### src/rtl/teatris_pkg.sv
// teatris_pkg: shared FSM encoding, button constants and widths for the TEAtris round controller
package teatris_pkg;
  typedef enum logic [2:0] {OCIOSO, ENDERECA, ESPERA, AVALIA, FIM} estado_t;
  localparam int BTN_W = 4;
  localparam int END_W = 4;
  localparam int PONTOS_W = 5;
  localparam int ERROS_W = 4;
  localparam logic [BTN_W-1:0] BTN1 = 4'b1000;
  localparam logic [BTN_W-1:0] BTN2 = 4'b0100;
  localparam logic [BTN_W-1:0] BTN3 = 4'b0010;
  localparam logic [BTN_W-1:0] BTN4 = 4'b0001;
  localparam logic [PONTOS_W-1:0] PONTOS_MAX = 5'd16;
  function automatic logic acertou(input logic [BTN_W-1:0] captura, input logic [BTN_W-1:0] esperada);
    return $onehot(captura) && captura == esperada;
  endfunction
endpackage

### src/rtl/teatris_sequenciador_jogadas_if.sv
// teatris_sequenciador_jogadas_if: buttons, play ROM and score/display signals of the round controller
interface teatris_sequenciador_jogadas_if;
  import teatris_pkg::*;
  logic                iniciar;
  logic [BTN_W-1:0]    botoes;
  logic [BTN_W-1:0]    jogada;
  logic [END_W-1:0]    endereco;
  logic [BTN_W-1:0]    jogada_esperada;
  logic                acerto;
  logic                erro;
  logic [PONTOS_W-1:0] pontos;
  logic [ERROS_W-1:0]  erros;
  logic                jogando;
  logic                fim;
  modport master (output iniciar, botoes, jogada,
                  input endereco, jogada_esperada, acerto, erro, pontos, erros, jogando, fim);
  modport slave (input iniciar, botoes, jogada,
                 output endereco, jogada_esperada, acerto, erro, pontos, erros, jogando, fim);
endinterface

### src/rtl/teatris_detector_borda.sv
// teatris_detector_borda: flags the cycle buttons leave the all-released state and captures the pattern
module teatris_detector_borda
  import teatris_pkg::*;
(
  input  logic             clock,
  input  logic             reset_n,
  input  logic [BTN_W-1:0] botoes,
  output logic             pressao,
  output logic [BTN_W-1:0] captura
);
  logic [BTN_W-1:0] hist_q;
  always_ff @(posedge clock or negedge reset_n)
    if (!reset_n) hist_q <= '0;
    else hist_q <= botoes;
  assign pressao = |botoes && hist_q == '0;
  assign captura = botoes;
endmodule

### src/rtl/teatris_sequenciador_jogadas.sv
// teatris_sequenciador_jogadas: steps the play ROM, times each pattern and judges hits/misses.
// TEATRIS_ACELERA_EN shortens the timeout after every group of 4 patterns.
module teatris_sequenciador_jogadas
  import teatris_pkg::*;
#(
  parameter int NUM_JOGADAS    = 16,
  parameter int MAX_ERROS      = 3,
  parameter int TIMEOUT_CICLOS = 50_000_000,
  parameter int TIMEOUT_DEC    = 5_000_000,
  parameter int TIMEOUT_MIN    = 10_000_000
) (
  input logic clock,
  input logic reset_n,
  teatris_sequenciador_jogadas_if.slave bus
);
  localparam int TW = $clog2(TIMEOUT_CICLOS + 1);
  if (NUM_JOGADAS < 1 || NUM_JOGADAS > 16 || MAX_ERROS < 1 || MAX_ERROS > 15 ||
      TIMEOUT_CICLOS < 1 || TIMEOUT_MIN < 1 || TIMEOUT_DEC < 0) begin : g_param_invalido
    $error("teatris_sequenciador_jogadas: parameter out of range");
  end
  estado_t             estado_q, estado_d;
  logic [END_W-1:0]    endereco_q, endereco_d;
  logic [BTN_W-1:0]    esperada_q, esperada_d;
  logic [PONTOS_W-1:0] pontos_q, pontos_d;
  logic [ERROS_W-1:0]  erros_q, erros_d;
  logic [TW-1:0]       timer_q, timer_d;
  logic                acerto_q, acerto_d, erro_q, erro_d, jogando_q, jogando_d, fim_q, fim_d;
  logic [TW-1:0]       timeout_atual;
  logic                pressao;
  logic [BTN_W-1:0]    captura;
`ifdef TEATRIS_ACELERA_EN
  logic [TW-1:0]       timeout_q, timeout_d;
  assign timeout_atual = timeout_q;
`else
  assign timeout_atual = TW'(TIMEOUT_CICLOS);
`endif

  teatris_detector_borda u_borda (
    .clock   (clock),
    .reset_n (reset_n),
    .botoes  (bus.botoes),
    .pressao (pressao),
    .captura (captura)
  );

  always_comb begin
    estado_d   = estado_q;
    endereco_d = endereco_q;
    esperada_d = esperada_q;
    pontos_d   = pontos_q;
    erros_d    = erros_q;
    timer_d    = timer_q;
    acerto_d   = 1'b0;
    erro_d     = 1'b0;
`ifdef TEATRIS_ACELERA_EN
    timeout_d  = timeout_q;
`endif
    case (estado_q)
      OCIOSO, FIM:
        if (bus.iniciar) begin
          estado_d   = ENDERECA;
          endereco_d = '0;
          pontos_d   = '0;
          erros_d    = '0;
`ifdef TEATRIS_ACELERA_EN
          timeout_d  = TW'(TIMEOUT_CICLOS);
`endif
        end
      ENDERECA: begin
        estado_d   = ESPERA;
        esperada_d = bus.jogada;
        timer_d    = timeout_atual;
      end
      ESPERA: begin
        timer_d = timer_q - TW'(1);
        if (pressao || timer_q == TW'(1)) begin
          estado_d = AVALIA;
          acerto_d = pressao && acertou(captura, esperada_q);
          erro_d   = !acerto_d;
          pontos_d = (acerto_d && pontos_q != PONTOS_MAX) ? pontos_q + PONTOS_W'(1) : pontos_q;
          erros_d  = erros_q + ERROS_W'(erro_d);
        end
      end
      AVALIA:
        if (erros_q == ERROS_W'(MAX_ERROS) || endereco_q == END_W'(NUM_JOGADAS - 1))
          estado_d = FIM;
        else begin
          estado_d   = ENDERECA;
          endereco_d = endereco_q + END_W'(1);
`ifdef TEATRIS_ACELERA_EN
          if (endereco_q[1:0] == 2'd3)
            timeout_d = (int'(timeout_q) >= TIMEOUT_MIN + TIMEOUT_DEC) ?
                        timeout_q - TW'(TIMEOUT_DEC) : TW'(TIMEOUT_MIN);
`endif
        end
      default: estado_d = OCIOSO;
    endcase
    jogando_d = estado_d == ENDERECA || estado_d == ESPERA || estado_d == AVALIA;
    fim_d     = estado_d == FIM;
  end

  always_ff @(posedge clock or negedge reset_n)
    if (!reset_n) begin
      estado_q   <= OCIOSO;
      endereco_q <= '0;
      esperada_q <= '0;
      pontos_q   <= '0;
      erros_q    <= '0;
      timer_q    <= '0;
      acerto_q   <= 1'b0;
      erro_q     <= 1'b0;
      jogando_q  <= 1'b0;
      fim_q      <= 1'b0;
`ifdef TEATRIS_ACELERA_EN
      timeout_q  <= TW'(TIMEOUT_CICLOS);
`endif
    end else begin
      estado_q   <= estado_d;
      endereco_q <= endereco_d;
      esperada_q <= esperada_d;
      pontos_q   <= pontos_d;
      erros_q    <= erros_d;
      timer_q    <= timer_d;
      acerto_q   <= acerto_d;
      erro_q     <= erro_d;
      jogando_q  <= jogando_d;
      fim_q      <= fim_d;
`ifdef TEATRIS_ACELERA_EN
      timeout_q  <= timeout_d;
`endif
    end

  // the address leads the state by one edge so the synchronous ROM has data by the end of ENDERECA
  assign bus.endereco        = endereco_d;
  assign bus.jogada_esperada = esperada_q;
  assign bus.acerto          = acerto_q;
  assign bus.erro            = erro_q;
  assign bus.pontos          = pontos_q;
  assign bus.erros           = erros_q;
  assign bus.jogando         = jogando_q;
  assign bus.fim             = fim_q;
endmodule
### src/flat_wrapper.sv
// flat-port wrapper written by rule: the top's interface ports become plain ports
module teatris_sequenciador_jogadas_flat import teatris_pkg::*;
#(
  parameter int NUM_JOGADAS    = 16,
  parameter int MAX_ERROS      = 3,
  parameter int TIMEOUT_CICLOS = 50_000_000,
  parameter int TIMEOUT_DEC    = 5_000_000,
  parameter int TIMEOUT_MIN    = 10_000_000
)
  (clock, reset_n, bus_iniciar, bus_botoes, bus_jogada, bus_endereco, bus_jogada_esperada, bus_acerto, bus_erro, bus_pontos, bus_erros, bus_jogando, bus_fim);
  teatris_sequenciador_jogadas_if bus_i ();
  input logic clock;
  input logic reset_n;
  input wire logic [$bits(bus_i.iniciar)-1:0] bus_iniciar;
  input wire logic [$bits(bus_i.botoes)-1:0] bus_botoes;
  input wire logic [$bits(bus_i.jogada)-1:0] bus_jogada;
  output wire logic [$bits(bus_i.endereco)-1:0] bus_endereco;
  output wire logic [$bits(bus_i.jogada_esperada)-1:0] bus_jogada_esperada;
  output wire logic [$bits(bus_i.acerto)-1:0] bus_acerto;
  output wire logic [$bits(bus_i.erro)-1:0] bus_erro;
  output wire logic [$bits(bus_i.pontos)-1:0] bus_pontos;
  output wire logic [$bits(bus_i.erros)-1:0] bus_erros;
  output wire logic [$bits(bus_i.jogando)-1:0] bus_jogando;
  output wire logic [$bits(bus_i.fim)-1:0] bus_fim;
  assign bus_i.iniciar = bus_iniciar;
  assign bus_i.botoes = bus_botoes;
  assign bus_i.jogada = bus_jogada;
  assign bus_endereco = bus_i.endereco;
  assign bus_jogada_esperada = bus_i.jogada_esperada;
  assign bus_acerto = bus_i.acerto;
  assign bus_erro = bus_i.erro;
  assign bus_pontos = bus_i.pontos;
  assign bus_erros = bus_i.erros;
  assign bus_jogando = bus_i.jogando;
  assign bus_fim = bus_i.fim;
  teatris_sequenciador_jogadas #(.NUM_JOGADAS(NUM_JOGADAS), .MAX_ERROS(MAX_ERROS), .TIMEOUT_CICLOS(TIMEOUT_CICLOS), .TIMEOUT_DEC(TIMEOUT_DEC), .TIMEOUT_MIN(TIMEOUT_MIN)) u_core (.clock(clock), .reset_n(reset_n), .bus(bus_i));
endmodule
### config.mk
export PLATFORM = sky130hd
export DESIGN_NAME = teatris_sequenciador_jogadas_flat
export DESIGN_NICKNAME = d
export VERILOG_FILES = /design/src/rtl/teatris_pkg.sv /design/src/rtl/teatris_sequenciador_jogadas_if.sv /design/src/rtl/teatris_detector_borda.sv /design/src/rtl/teatris_sequenciador_jogadas.sv /design/src/flat_wrapper.sv
export SDC_FILE = /design/constraint.sdc
export NUM_CORES = 1
export LEC_CHECK = 0
export CAP_MARGIN = 10
export CORE_UTILIZATION = 54
export CTS_BUF_LIST = sky130_fd_sc_hd__clkbuf_4 sky130_fd_sc_hd__clkbuf_8
export CTS_CLUSTER_SIZE = 24
export DETAILED_ROUTE_END_ITERATION = 12
export PLACE_DENSITY = 0.86
export SYNTH_ARGS = -nofsm -noshare
export SYNTH_HDL_FRONTEND = slang
export SYNTH_SLANG_ARGS = --single-unit
### constraint.sdc
create_clock -name clock -period 5.4 [get_ports clock]
set_clock_uncertainty 0.15 [all_clocks]
set_input_delay 0.81 -clock clock [delete_from_list [all_inputs] [get_ports clock]]
set_output_delay 0.81 -clock clock [all_outputs]
set_load 0.01 [all_outputs]
Yosys cells after proc, flatten, opt, wreduce, memory -nomap -nowiden --
Cells that the tools add are included.
Cells by class: add/subtract/negate cells 7, eq/ne operators 17, mux-type cells 19, reductions and logical operators 17
Operators by type and width (number):
- one-hot mux 26 bit (2 select lines) | 1
- equality test 26 x 1 -> 1 bit (second input constant) | 1
- subtractor 26 x 1 -> 26 bit (second input constant) | 1
- two-way mux 4 bit | 4
- one-hot mux 4 bit (2 select lines) | 2
- two-way mux 5 bit | 3
- equality test 3 x 2 -> 1 bit (second input constant) | 4
- one-hot mux 3 bit (4 select lines) | 1
- one-hot mux 5 bit (2 select lines) | 1
- equality test 3 x 1 -> 1 bit (second input constant) | 3
- two-way mux 3 bit | 3
- equality test 3 bit (second input constant) | 2
- adder 5 x 1 -> 5 bit (second input constant) | 1
- != test 5 bit (second input constant) | 1
- adder 1 x 1 -> 2 bit | 2
- adder 4 x 1 -> 4 bit | 1
- adder 4 x 1 -> 4 bit (second input constant) | 1
- equality test 4 x 2 -> 1 bit (second input constant) | 1
- equality test 4 bit | 1
- equality test 4 bit (second input constant) | 1
- logical AND 1 bit | 4
- zero test 4 bit | 1
- logical OR 1 bit | 4
- two-way mux 1 bit | 4
- 10 further kinds | 12
Storage, ports and cells: register bits 54, input port bits 11, logic and storage cells 71

Logic depth before layout (Yosys ltp) --
depth in word-level cells 9, mapped depth 13, gate-level depth less buffers 13

Hierarchy --
Synthesis repeated with hierarchy kept, for this count alone.
Unflattened totals: cells, all modules 269, area, all modules 2725.1 µm²
Modules (own cells, without submodules):
- teatris_sequenciador_jogadas | times used 1, cells an instance 258, area an instance 2577.5 µm²
- teatris_detector_borda | times used 1, cells an instance 11, area an instance 147.6 µm²

Least setup slack after synthesis --
Ideal clock, no wire load.
path type in2reg, start point input bus_botoes[2], end point register u_core.erros_q[2] (netlist: u_core.bus.erros[2]), data arrival time 3.079 ns, data required time 5.181 ns, slack 2.102 ns, stages on the path 13, buffers on the path 0, cell sequence inv_1 ha_1 ha_1 inv_1 fa_1 nand4_1 or4_1 ha_1 ha_1 inv_1 o211ai_1 o41a_1 nand3_1
On the way: word-level cells in the longest chain between the ends 9, elaborated cells on any way between the ends 15, those cells by class add/sub (3); eq/ne (3); mux (2); reduce/logical (7)
Ends and longest elaborated chain:
- from (decl) | RTL line flat_wrapper.sv:15 | input wire logic [$bits(bus_i.botoes)-1:0] bus_botoes;
- adder 1 x 1 -> 2 bit (implied by the code) | RTL line teatris_pkg.sv:14 | return $onehot(captura) && captura == esperada;
- adder 3 bit (implied by the code) | RTL line teatris_pkg.sv:14
- equality test 3 x 1 -> 1 bit | RTL line teatris_pkg.sv:14
- logical AND 1 bit | RTL line teatris_pkg.sv:14
- logical AND 1 bit | RTL line teatris_sequenciador_jogadas.sv:78 | acerto_d = pressao && acertou(captura, esperada_q);
- zero test 1 bit | RTL line teatris_sequenciador_jogadas.sv:79 | erro_d = !acerto_d;
- adder 4 x 1 -> 4 bit | RTL line teatris_sequenciador_jogadas.sv:81 | erros_d = erros_q + ERROS_W'(erro_d);
- two-way mux 4 bit | RTL line teatris_sequenciador_jogadas.sv:76 | if (pressao || timer_q == TW'(1)) begin
- one-hot mux 4 bit (2 select lines) | RTL line teatris_sequenciador_jogadas.sv:58 | case (estado_q)
- to (signal assigned) | RTL line teatris_sequenciador_jogadas.sv:122 | erros_q <= erros_d;
- to (decl) | RTL line teatris_sequenciador_jogadas.sv:25 | logic [ERROS_W-1:0] erros_q, erros_d;
Several ways; a longest one is shown, not always the timed one. The select of a mux whose other input is x is not followed. A chain may end at the register's enable or synchronous reset.

Worst setup path after layout --
start point input bus_botoes[1], end point register u_core.erros_q[2] (netlist: u_core.bus.erros[2])
Same word-level chain as after synthesis.

==> results_dict.tcl <==
set metrics [dict create \
    ant_nets 0 \
    port_buffers 31 \
    dr.pass1.iters 5 \
    final-hold-violation-count 0 \
    p_per_area_mw_per_mm2 416 \
    regToRegEndpoint "u_core.bus.erros[2]" \
    reg2reg_slack_ns 2.79 \
    fmax_mhz 262 \
    ys_ff_latch 54 \
    synth_nets 322 \
    rows 26 \
    num_vias 2416 \
    ios 32 \
    h-tree-depth 2 \
    postSynthAreaPerCell_um2 9.82 \
    maxSlewViolCount 0 \
    period_share_pct 70.7 \
    drive_above_1_share_pct 5.20 \
    clockBufferDepth 2 \
    min_from "u_core.timer_q[24]" \
    die_area_mm2 0.00572 \
    yosys_warnings 0 \
    post-dp-hpwl_mm 4.40 \
    nets 350 \
    synth.cell_area_mm2 0.00293 \
    critPathSlowestCell "clkdlybuf4s50_1" \
    r2r_start "u_core.u_borda.hist_q[1]" \
    die_w_um 75.6 \
    synth_area_leaders "dfrtp_1 46%, ha_1 5.1%, mux2i_1 5.1%, nand2_1 4.7%, nand3_1 3.8%" \
    gp_congestion 0.781 \
    vdd_drop_max_v 0.000351 \
    critPathRequiredTime_ns 5.50 \
    slew_headroom_pct 47.1 \
    end_kind "flop" \
    hold_path_class "reg -> reg" \
    clk_pin_slew_ns 0.10 \
    n_fill_cell 401 \
    die_y_um 75.6 \
    critPathMostFrequentCell "ha_1" \
    wl_per_cell_um 15.8 \
    start_util_pct 56.6 \
    cts_root_buf "clkbuf_8" \
    path_max_fanout 5 \
    yosysSeqAreaShare_pct 46.2 \
    clk_latency_ns 0.31 \
    drv_cap 0 \
    hold_ws_ns 0.350 \
    finalSetupViolCount 0 \
    cts_resized 0 \
    cts_tree "done" \
    fin_crit_ns 3.82 \
    dp_slack_ns 1.26 \
    vias_per_cell 6.09 \
    fin_cells 397 \
    drt_iter0_drc 182 \
    area.growth.synth_to_final_pct 15.4 \
    cts_buffers 5 \
    cp.arrival_ns 3.91 \
    core-area_mm2 0.00517 \
    placed_area_mm2 0.00328 \
    p_leak_nw 1.35 \
    yosys.area.top_type_share_pct 46.2 \
    dp.cells 389 \
    overflow 0 \
    max_stage_delay_ns 0.55 \
    num_antenna_cells 0 \
    grt_pass1_wl_mm 10.3 \
    status "completed" \
    synth_cells 298 \
    postCtsSetupBuffers 0 \
    synth_cell_types 44 \
    worst_pin_slew_ns 0.791 \
    postLayoutCellArea_mm2 0.00338 \
    worstHoldEndpoint "u_core.timer_q[24]" \
    grt_pass1_vias 2270 \
    finalPower_mw 1.41 \
    final_util_pct 65.3 \
    drcViolationCount 0 \
    antenna_found_initial 0 \
    startpoint_type "input port" \
    fin_setup_tns_ns 0 \
    track_usage_pct 24.0 \
    path_cells "clkdlybuf4s50_1 -> inv_1 -> ha_1 -> ha_1 -> inv_1 -> fa_1 -> nand4_1 -> or4_1 -> ha_1 -> ha_1 -> inv_1 -> o211ai_1 -> o41a_1 -> nand3_1" \
    grt_setup_unrepaired "false" \
    hold_depth 1 \
    path_class "in -> reg" \
    grt_max_degree 55 \
    routed_wl_mm 6.27 \
    setup_slack_ns 1.58 \
    yosysTopAreaCell "dfrtp_1" \
    clkSinkCount 54 \
    ff2ff_path_depth 9 \
    cts_hold_buffers 0 \
]
where the power goes:
| group | internal, mW | total, mW | leakage (nW) | switching [mW] |
|---|---|---|---|---|
| registers | 0.490 | 0.598 | 0.652 | 0.108 |
| logic | 0.234 | 0.573 | 0.655 | 0.338 |
| clock network | 0.103 | 0.235 | 0.0472 | 0.132 |
cells in the final DEF (no fill, tap or decap), types with 4 or more instances in the layout:
cell             Yosys  layout
nand2b_1             4       4
nor2b_1              8       8
o21ai_0             11      11
clkbuf_8             0       6
or4_1                4       4
nand2_1             37      37
inv_1               16      16
nand4_1              6       6
o41ai_1              6       6
o31ai_1              4       4
nand3_1             22      22
ha_1                12      12
clkdlybuf4s50_1      0      30
o311ai_0             4       4
and4_1               5       5
nor2_1              13      13
dfrtp_1             54      54
mux2i_1             15      15
nor4_1              13      13
o211ai_1             5       5
nor3_1               6       6
registers in the layout, summed over array words and instances (netlist names):
signal and flops:
u_core.bus.jogando 1, u_core.bus.erro 1, u_core.estado_q 3, u_core.bus.fim 1, u_core.bus.pontos 5, u_core.u_borda.hist_q 4
u_core.bus.jogada_esperada 4, u_core.bus.erros 4, u_core.timer_q 26, u_core.endereco_q 4, u_core.bus.acerto 1
critical path: cells and delay by family:
kind	cells	cell delay [ns]
adder cells (fa/ha/maj)	5	1.32
AO/OA/AOI/OAI	2	0.25
AND/OR/NAND/NOR	3	0.77
buffers and inverters	4	0.76
cell usage after synthesis (all sizes together):
master,n
dfrtp,54
nand2,37
nand3,22
inv,16
mux2i,15
nor4,15
nor2,13
ha,12
o21ai,11
clkbuf,9
nor2b,8
nand4,6
nor3,6
o41ai,6
and4,5
o211ai,5
or4,5
nand2b,4
o311ai,4
o31ai,4
a31oi,3
and2,3
nand4b,3
or3,3
or3b,3
xnor2,3
xor2,3
buf,2
nand3b,2
nor4b,2
o2111ai,2
o22ai,2
o41a,2
a2bb2oi,1
and3,1
and3b,1
fa,1
nand4bb,1
nor3b,1
nor4bb,1
or2,1
cell families after synthesis:
logic type,count (synthesis),synth area share (%)
compound gates,40,9.91
xor+xnor,6,1.80
fa+ha+maj,13,5.81
buf+inv,27,3.55
flops,54,46.2
mux,15,5.13
simple gates,143,27.7
routing by layer:
| layer | global-route usage [%] | vias to the layer above | share of wire, % |
|---|---|---|---|
| met5 | 0 | - | 0 |
| met4 | 7.82 | 0 | 1.5 |
| met3 | 4.23 | 9 | 5.8 |
| met2 | 41.0 | 70 | 48 |
| met1 | 31.0 | 1173 | 45 |
| li1 | - | 1164 | - |
how the worst max path moves through the flow:
| stage | to | depth (start not counted) | start | slack (ns) |
|---|---|---|---|---|
| 2_1_floorplan | u_core.bus.erros[2] | 13 | bus_botoes[2] | 2.10 |
| 3_3_place_gp | u_core.bus.erros[2] | 14 | bus_botoes[2] | 1.40 |
| 3_5_place_dp | u_core.bus.erros[2] | 14 | bus_botoes[1] | 1.26 |
| 4_1_cts | u_core.bus.erros[2] | 14 | bus_botoes[1] | 1.58 |
| 5_1_grt | u_core.bus.erros[2] | 14 | bus_botoes[2] | 1.44 |
| 6_report | u_core.bus.erros[2] | 14 | bus_botoes[1] | 1.58 |
layout make-up:
| cell class | count | area, um2 | share of cell area, % |
|---|---|---|---|
| multi-input combinational | 217 | 1470 | 43.6 |
| timing repair buffer | 32 | 313 | 9.26 |
| sequential | 54 | 1350 | 40.0 |
| tap | 70 | 87.6 | 2.59 |
| clock buffer | 6 | 82.6 | 2.44 |
| inverter | 16 | 60.1 | 1.78 |
| clock inverter | 2 | 12.5 | 0.370 |
Power figures use the tool's default switching activity.
